==> src/rtl/f2c_dma_writer.sv <==
// f2c_dma_writer: FPGA->CPU DMA engine.
// Packs a 64-bit source stream into fixed-size MWr TLPs that fill a ring of
// chunks in host memory. After each completed chunk it posts the new write
// pointer to the host metrics buffer with a 1-DW MWr.
module f2c_dma_writer #(
    parameter int TLP_QWS        = 16,
    parameter int TLPS_PER_CHUNK = 32,
    parameter int NUM_CHUNKS     = 4,
    parameter int PTR_W          = $clog2(NUM_CHUNKS)
) (
    input  logic             clk_in,
    input  logic             rstn,
    input  logic [15:0]      cfgBusDev_in,
    input  logic             enable_in,
    input  logic [28:0]      f2cBase_in,
    input  logic [28:0]      mtrBase_in,
    input  logic [PTR_W-1:0] rdPtr_in,
    output logic [PTR_W-1:0] wrPtr_out,
    input  logic [63:0]      f2cData_in,
    input  logic             f2cValid_in,
    output logic             f2cReady_out,
    output logic [63:0]      txData_out,
    output logic             txValid_out,
    output logic             txSOP_out,
    output logic             txEOP_out,
    input  logic             txReady_in
);

    localparam int QW_W  = $clog2(TLP_QWS);
    localparam int TLP_W = $clog2(TLPS_PER_CHUNK);

    localparam logic [QW_W-1:0]  QW_LAST   = QW_W'(TLP_QWS - 1);
    localparam logic [TLP_W-1:0] TLP_LAST  = TLP_W'(TLPS_PER_CHUNK - 1);
    localparam logic [31:0]      CHUNK_QWS = 32'(TLPS_PER_CHUNK * TLP_QWS);
    localparam logic [31:0]      TLP_QWS32 = 32'(TLP_QWS);

    // Header DW0: Fmt=3DW-with-data MWr, length in DWs.
    localparam logic [31:0] DATA_DW0 = 32'h4000_0000 | 32'(2 * TLP_QWS);
    localparam logic [31:0] MTR_DW0  = 32'h4000_0001;

    typedef enum logic [2:0] {
        S_IDLE,
        S_WAIT_SPACE,
        S_HDR0,
        S_HDR1,
        S_DATA,
        S_MHDR0,
        S_MHDR1,
        S_MDATA
    } state_t;

    state_t             state_q, state_d;
    logic [PTR_W-1:0]   wr_ptr_q, wr_ptr_d;
    logic [TLP_W-1:0]   tlp_cnt_q, tlp_cnt_d;
    logic [QW_W-1:0]    qw_cnt_q, qw_cnt_d;

    logic [PTR_W-1:0]   wr_ptr_inc;
    logic               ring_full;
    logic [31:0]        qw_addr;
    logic [31:0]        byte_addr;
    logic               src_fire;

    // Ring bookkeeping: one chunk is always kept empty so full != empty.
    assign wr_ptr_inc = wr_ptr_q + PTR_W'(1);
    assign ring_full  = (wr_ptr_inc == rdPtr_in);

    // Host QW address of the current TLP; the byte address wraps at 32 bits.
    assign qw_addr   = {3'b000, f2cBase_in}
                     + (32'(wr_ptr_q) * CHUNK_QWS)
                     + (32'(tlp_cnt_q) * TLP_QWS32);
    assign byte_addr = qw_addr << 3;

    // In DATA a source word and a TX beat are the same handshake.
    assign src_fire = f2cValid_in & txReady_in;

    assign wrPtr_out = wr_ptr_q;

    // Next-state, counter update and TX/source handshake outputs.
    always_comb begin
        state_d      = state_q;
        wr_ptr_d     = wr_ptr_q;
        tlp_cnt_d    = tlp_cnt_q;
        qw_cnt_d     = qw_cnt_q;
        txData_out   = 64'd0;
        txValid_out  = 1'b0;
        txSOP_out    = 1'b0;
        txEOP_out    = 1'b0;
        f2cReady_out = 1'b0;

        case (state_q)
            S_IDLE: begin
                if (enable_in) begin
                    state_d = S_WAIT_SPACE;
                end
            end

            S_WAIT_SPACE: begin
                // Space is only checked at TLP boundaries; the host can never
                // free the chunk currently being filled.
                if (!enable_in) begin
                    state_d = S_IDLE;
                end else if (!ring_full) begin
                    state_d = S_HDR0;
                end
            end

            S_HDR0: begin
                txValid_out = 1'b1;
                txSOP_out   = 1'b1;
                txData_out  = {cfgBusDev_in, 8'h00, 4'hF, 4'hF, DATA_DW0};
                if (txReady_in) begin
                    state_d = S_HDR1;
                end
            end

            S_HDR1: begin
                txValid_out = 1'b1;
                txData_out  = {32'h0, byte_addr};
                if (txReady_in) begin
                    state_d = S_DATA;
                end
            end

            S_DATA: begin
                // Source passes straight through; bubbles are allowed mid-TLP.
                f2cReady_out = txReady_in;
                txValid_out  = f2cValid_in;
                txData_out   = f2cData_in;
                txEOP_out    = (qw_cnt_q == QW_LAST);
                if (src_fire) begin
                    if (qw_cnt_q == QW_LAST) begin
                        qw_cnt_d = '0;
                        if (tlp_cnt_q == TLP_LAST) begin
                            tlp_cnt_d = '0;
                            state_d   = S_MHDR0;
                        end else begin
                            tlp_cnt_d = tlp_cnt_q + TLP_W'(1);
                            state_d   = enable_in ? S_WAIT_SPACE : S_IDLE;
                        end
                    end else begin
                        qw_cnt_d = qw_cnt_q + QW_W'(1);
                    end
                end
            end

            S_MHDR0: begin
                txValid_out = 1'b1;
                txSOP_out   = 1'b1;
                txData_out  = {cfgBusDev_in, 8'h00, 4'h0, 4'hF, MTR_DW0};
                if (txReady_in) begin
                    state_d = S_MHDR1;
                end
            end

            S_MHDR1: begin
                txValid_out = 1'b1;
                txData_out  = {32'h0, mtrBase_in, 3'b000};
                if (txReady_in) begin
                    state_d = S_MDATA;
                end
            end

            S_MDATA: begin
                // Publishes the pointer the chunk completion advances to.
                txValid_out = 1'b1;
                txEOP_out   = 1'b1;
                txData_out  = {32'h0, 32'(wr_ptr_inc)};
                if (txReady_in) begin
                    wr_ptr_d = wr_ptr_inc;
                    state_d  = enable_in ? S_WAIT_SPACE : S_IDLE;
                end
            end

            default: begin
                state_d = S_IDLE;
            end
        endcase

        // Anything landing in IDLE abandons the partial chunk: its pointer is
        // never published and the next enable restarts at the ring base.
        if (state_d == S_IDLE) begin
            wr_ptr_d  = '0;
            tlp_cnt_d = '0;
            qw_cnt_d  = '0;
        end
    end

    // State and counter registers with asynchronous active-low reset.
    always_ff @(posedge clk_in or negedge rstn) begin
        if (!rstn) begin
            state_q   <= S_IDLE;
            wr_ptr_q  <= '0;
            tlp_cnt_q <= '0;
            qw_cnt_q  <= '0;
        end else begin
            state_q   <= state_d;
            wr_ptr_q  <= wr_ptr_d;
            tlp_cnt_q <= tlp_cnt_d;
            qw_cnt_q  <= qw_cnt_d;
        end
    end

endmodule
==> config.mk <==
export PLATFORM = sky130hd
export DESIGN_NAME = f2c_dma_writer
export DESIGN_NICKNAME = d
export VERILOG_FILES = /design/src/rtl/f2c_dma_writer.sv
export SDC_FILE = /design/constraint.sdc
export NUM_CORES = 1
export LEC_CHECK = 0
export ABC_AREA = 0
export CORE_ASPECT_RATIO = 0.9
export CORE_UTILIZATION = 35
export CTS_BUF_LIST = sky130_fd_sc_hd__clkbuf_4 sky130_fd_sc_hd__clkbuf_8 sky130_fd_sc_hd__clkbuf_16
export CTS_CLUSTER_SIZE = 20
export DETAILED_ROUTE_END_ITERATION = 16
export GPL_ROUTABILITY_DRIVEN = 0
export PLACE_DENSITY = 0.86
export SLEW_MARGIN = 15
export SYNTH_ARGS = -nofsm -noshare
export SYNTH_HDL_FRONTEND = slang
export SYNTH_SLANG_ARGS = --single-unit
==> constraint.sdc <==
create_clock -name clk_in -period 3.7 [get_ports clk_in]
set_clock_uncertainty 0.1 [all_clocks]
set_input_delay 0.74 -clock clk_in [delete_from_list [all_inputs] [get_ports clk_in]]
set_output_delay 0.74 -clock clk_in [all_outputs]
set_load 0.005 [all_outputs]
After elaboration in Yosys (flattened, before gate mapping):

Cells that the tools add are included.

* memories: 0
* memory bits (read-only): 0
* memory bits (writable): 0
* logic and storage cells: 62
* register bits: 14
* latch bits: 0
* output and inout port bits: 70
* bits of input ports: 145

* multipliers: 0
* eq/ne operators: 10
* $lt $le $gt $ge: 0
* div/mod/pow operators: 0
* mux-type cells: 30
* reduce and logical (&&, ||, !) cells: 12
* shift operators: 0
* bitwise operators: 1
* $add $sub $neg: 5

Operator list (count)
* $pmux 64 s6: 1
* $mux 3: 11
* $add 29x11->29: 1
* $add 29x9->29: 1
* $mux 5: 5
* $pmux 3 s8: 1
* $mux 4: 4
* $eq 3x3->1 const B: 4
* $reduce_bool 2->1: 5
* $eq 3x2->1 const B: 2
* $logic_not 3->1: 2
* $mux 2: 3
* $add 5x1->5 const B: 1
* $eq 5x5->1 const B: 1
* $reduce_or 5->1: 1
* $add 4x1->4 const B: 1
* $eq 4x4->1 const B: 1
* $pmux 1 s2: 2
* $reduce_and 2->1: 2
* $eq 3x1->1 const B: 1
* $mux 1: 3
* $reduce_and 3->1: 1
* $add 2x1->2 const B: 1
* $eq 2x2->1: 1
* other kinds (2): 2

Logic depth before layout (Yosys ltp):

* depth in word-level cells: 8
* gate-level depth with buffers: 8
* gate-level depth less buffers: 8

Worst setup path before layout:

No wires, ideal clock.

* path type: input to output
* start point: in f2cBase_in[4]
* end point: out txData_out[25]
* stages: 8
* slack: 0.494 ns
* arrival time: 2.366 ns
* required time: 2.860 ns
* buffers on the path: 0
* cells stage by stage: ha_1 > inv_1 > fa_1 > nand2b_1 > a21oi_4 > o31ai_2 > and3_1 > or3_1

* longest elaborated chain between the ends: 3

RTL lines
* start: declaration: RTL line 15 `input logic [28:0] f2cBase_in,`
* $add 29x11->29: RTL line 69 `+ (32'(wr_ptr_q) * CHUNK_QWS)`
* $add 29x9->29: RTL line 70 `+ (32'(tlp_cnt_q) * TLP_QWS32);`
* $pmux 64 s6: RTL line 90 `case (state_q)`
* end: declaration: RTL line 22 `output logic [63:0] txData_out,`

Every way passes these cells.

Worst setup path after layout:

* start point: in f2cBase_in[9]
* end point: out txData_out[29]

The elaborated chain is that of the path after synthesis.

==> results.cfg <==
[setup_path]
crit_path_start_kind = input port
timing.critical_path.max_delay_family = buffers and inverters
crit_fanout = 5
cp_num_buf_inv = 4
worst-endpoint-required_ns = 2.86
cp-end-kind = primary output
path_cells = clkdlybuf4s50_1 > ha_4 > nand4_1 > a21oi_4 > buf_6 > buf_4 > o311ai_1 > xor2_1 > o22ai_1 > clkbuf_2
cp.arrival_ns = 2.87
crit_path_top_delay_cell = sky130_fd_sc_hd__clkdlybuf4s50_1
cp_slowest_stage_delay_ns = 0.52
timing_worst_setup_path_type = in -> out

[routing]
route.detailed.vias_per_inst = 5.64
drt_initial_violations = 248
wirelength_mm = 12.1
detailedRoute.firstPassIterationCount = 5
route.detailed.drc = 0
route.detailed.wl_per_inst_um = 16.9
via_count = 4033
final_antenna_net_count = 0

[sta]
slew_violations = 0
max-slew-margin-rel = 0.420
worst_slack_ns = -0.00806
unrepaired_setup_endpoints_after_global_routing = true
worstMarginPinSlew_ns = 0.870
min_period_over_period = 1.00
finalWorstPathRequiredPeriod_ns = 3.71
max_freq_mhz = 270
finalSetupViolations = 1
timing.final.hold_violations = 0

[global_routing]
first_pass_grt_wire_length_mm = 17.8
grt_start_max_net_pins = 27
grt.overflow.total = 0
number_of_global_route_vias_before_repair = 3864
number_of_antenna_violations_at_the_first_check_in_global_routing = 0
grt_util_all_layers = 0.267

[floorplan]
fp.dieW_um = 96.5
vertical_die_dimension_um = 87.0
start_util = 0.367
fp.coreArea_um2 = 7660
die_footprint_um2 = 8390
io-pin-count = 215
row_count = 30

[layout]
final_layout_size_suffix_gt1_frac = 0.160
insertedDiodeCount = 0
synthToLayoutAreaGrowth_pct = 94.4
n_fill_cell = 598
final_nets = 776
finalCoreUtilization = 0.713

[placement]
hpwlAfterDp_mm = 9.33
placement.io_buffers = 214
dp_worst_setup_slack_ns = -0.611

[yosys]
syn_std_cell_area_um2 = 2810
synthTopCellsByArea = sky130_fd_sc_hd__dfrtp_1 12%, sky130_fd_sc_hd__mux2i_1 11%, sky130_fd_sc_hd__a22o_1 5.3%, sky130_fd_sc_hd__ha_1 4.5%, sky130_fd_sc_hd__o21ai_0 4.1%
async_reset_ff_frac = 1.00
synthFlopType = sky130_fd_sc_hd__dfrtp_1
most_common_library_cells_after_synthesis = 31 x sky130_fd_sc_hd__mux2i_1, 28 x sky130_fd_sc_hd__nand2_1, 23 x sky130_fd_sc_hd__o21ai_0
ys.warnings.count = 0
synth_seq_cells = 14
synth.top_cell.area_share = 0.125
yosys.area.top_type = sky130_fd_sc_hd__dfrtp_1
synth_most_common_cell = sky130_fd_sc_hd__mux2i_1
synthesis.instances = 380
synth-edff-count = 0
synth-seq-area-share = 0.125
synth.lib_cells_used.distinct = 63
postSynthNetCount = 536
synth.avg_cell_area_um2 = 7.40

[clock_tree]
maximum_buffer_depth_of_the_clock_tree = 2
tritoncts = yes
clkSinkCount = 14
cts_made_buffers = 3
cts.htree.levels = 1
cts_root_buf = sky130_fd_sc_hd__clkbuf_8
clk_latency_ns = 0.25
cts.clk_slew.worst_paths_ns = 0.06

[flow_run]
drv.max_cap_violation_count = 0

[pwr]
cellPowerDensity_nw_per_um2 = 477
vdd_ir_drop_max_v = 0.000262
power.leakage_nw = 2.37
overall_power_mw = 2.61

[status]
violations = negative setup slack
outcome = finished with violations

[hold_path]
worst_hold_path_type = reg -> reg
==> stage by stage <==
| step | TNS, ns | area [um^2] | std cells | hold WS, ns |
|---|---|---|---|---|
| floorplan | 0 | 2810 | 380 | 0.344 |
| global placement | -6.84 | 5260 | 701 | 0.468 |
| detailed placement | -7.65 | 5260 | 701 | 0.493 |
| CTS | 0 | 5430 | 714 | 0.510 |
| global route | -0.218 | 5460 | 715 | 0.559 |
| finish | -0.00806 | 5460 | 715 | 0.513 |
==> cell families after synthesis <==
family | share of synthesized area
buffers and inverters | 0.0699
adder cells (fa/ha/maj) | 0.0516
AND/OR/NAND/NOR | 0.284
AO/OA/AOI/OAI | 0.306
XOR/XNOR | 0.0530
flip-flops | 0.125
multiplexers | 0.110
==> tightest hold or removal path: cells and delay by family (launching register included) <==
kind	cells	cell delay, ns
compound gates	1	0.12
flops	1	0.37
mux	1	0.08
==> layer usage <==
layer / GRT usage / routed length [um] / vias up
li1: - / - / 1915
met1: 0.308 / 4650 / 1896
met2: 0.494 / 6110 / 198
met3: 0.0393 / 1010 / 24
met4: 0.0936 / 286 / 0
met5: 0 / 0 / -
==> sequential cells by signal, summed over array words and instances, names as in the netlist <==
| register | count |
|---|---|
| wrPtr_out | 2 |
| tlp_cnt_q | 5 |
| state_q | 3 |
| qw_cnt_q | 4 |
==> timing repair <==
item / in CTS / in global routing
resized for setup: 40 / 22
setup endpoints to repair: 21 / 17
setup buffers: 9 / 1
hold buffers: 0 / 0
pin swaps: 10 / 9
==> layout by cell type (no fill, tap or decap), types with 3 or more instances in the layout <==
| master | count |
|---|---|
| sky130_fd_sc_hd__xor2_1 | 13 |
| sky130_fd_sc_hd__clkbuf_8 | 4 |
| sky130_fd_sc_hd__clkdlybuf4s15_1 | 3 |
| sky130_fd_sc_hd__a31oi_1 | 9 |
| sky130_fd_sc_hd__ha_1 | 4 |
| sky130_fd_sc_hd__nor2b_1 | 4 |
| sky130_fd_sc_hd__or2_2 | 3 |
| sky130_fd_sc_hd__o22ai_1 | 13 |
| sky130_fd_sc_hd__o311ai_1 | 3 |
| sky130_fd_sc_hd__nand4_1 | 11 |
| sky130_fd_sc_hd__nor4_1 | 3 |
| sky130_fd_sc_hd__xnor2_1 | 4 |
| sky130_fd_sc_hd__nand2b_1 | 5 |
| sky130_fd_sc_hd__buf_4 | 51 |
| sky130_fd_sc_hd__inv_1 | 8 |
| sky130_fd_sc_hd__mux2i_1 | 31 |
| sky130_fd_sc_hd__a22o_1 | 17 |
| sky130_fd_sc_hd__and3_1 | 12 |
| sky130_fd_sc_hd__a21oi_1 | 22 |
| sky130_fd_sc_hd__o21ai_0 | 23 |
| sky130_fd_sc_hd__dlygate4sd2_1 | 11 |
| sky130_fd_sc_hd__and2_1 | 14 |
| sky130_fd_sc_hd__nor2_1 | 16 |
| sky130_fd_sc_hd__nand2_1 | 27 |
| sky130_fd_sc_hd__dfrtp_1 | 13 |
| sky130_fd_sc_hd__nor3_1 | 7 |
| sky130_fd_sc_hd__o211ai_1 | 4 |
| sky130_fd_sc_hd__clkdlybuf4s50_1 | 193 |
| sky130_fd_sc_hd__clkbuf_2 | 5 |
| sky130_fd_sc_hd__ha_4 | 5 |
| sky130_fd_sc_hd__nand2_2 | 3 |
| sky130_fd_sc_hd__nand3_1 | 22 |
==> report_power, final <==
part | switching [mW] | total, mW | internal [mW] | leakage [nW]
combinational | 1.02 | 2.21 | 1.19 | 2.15
sequential | 0.0617 | 0.246 | 0.185 | 0.186
clock | 0.0590 | 0.153 | 0.0945 | 0.0288
total | 1.14 | 2.61 | 1.47 | 2.37
==> worst paths after layout <==
check	from	to	slack, ns	cells after the start
min	qw_cnt_q[1]	qw_cnt_q[1]	0.51	2
max reg2reg	tlp_cnt_q[0]	tlp_cnt_q[3]	1.05	7
min in group asynchronous	rstn	state_q[2]	0.78	1
max	f2cBase_in[9]	txData_out[29]	-0.008	10
max in group asynchronous	rstn	state_q[1]	2.26	1
min reg2reg	qw_cnt_q[1]	qw_cnt_q[1]	0.51	2
==> area by class of cell <==
type,count,area (um^2),area share
multi-input combinational,323,2370,0.434
inverter,10,37.5,0.00687
clock buffer,4,55.1,0.0101
timing repair buffer,268,2530,0.462
sequential,14,352,0.0644
tap,96,120,0.0220
Power figures use the tool's default switching activity.
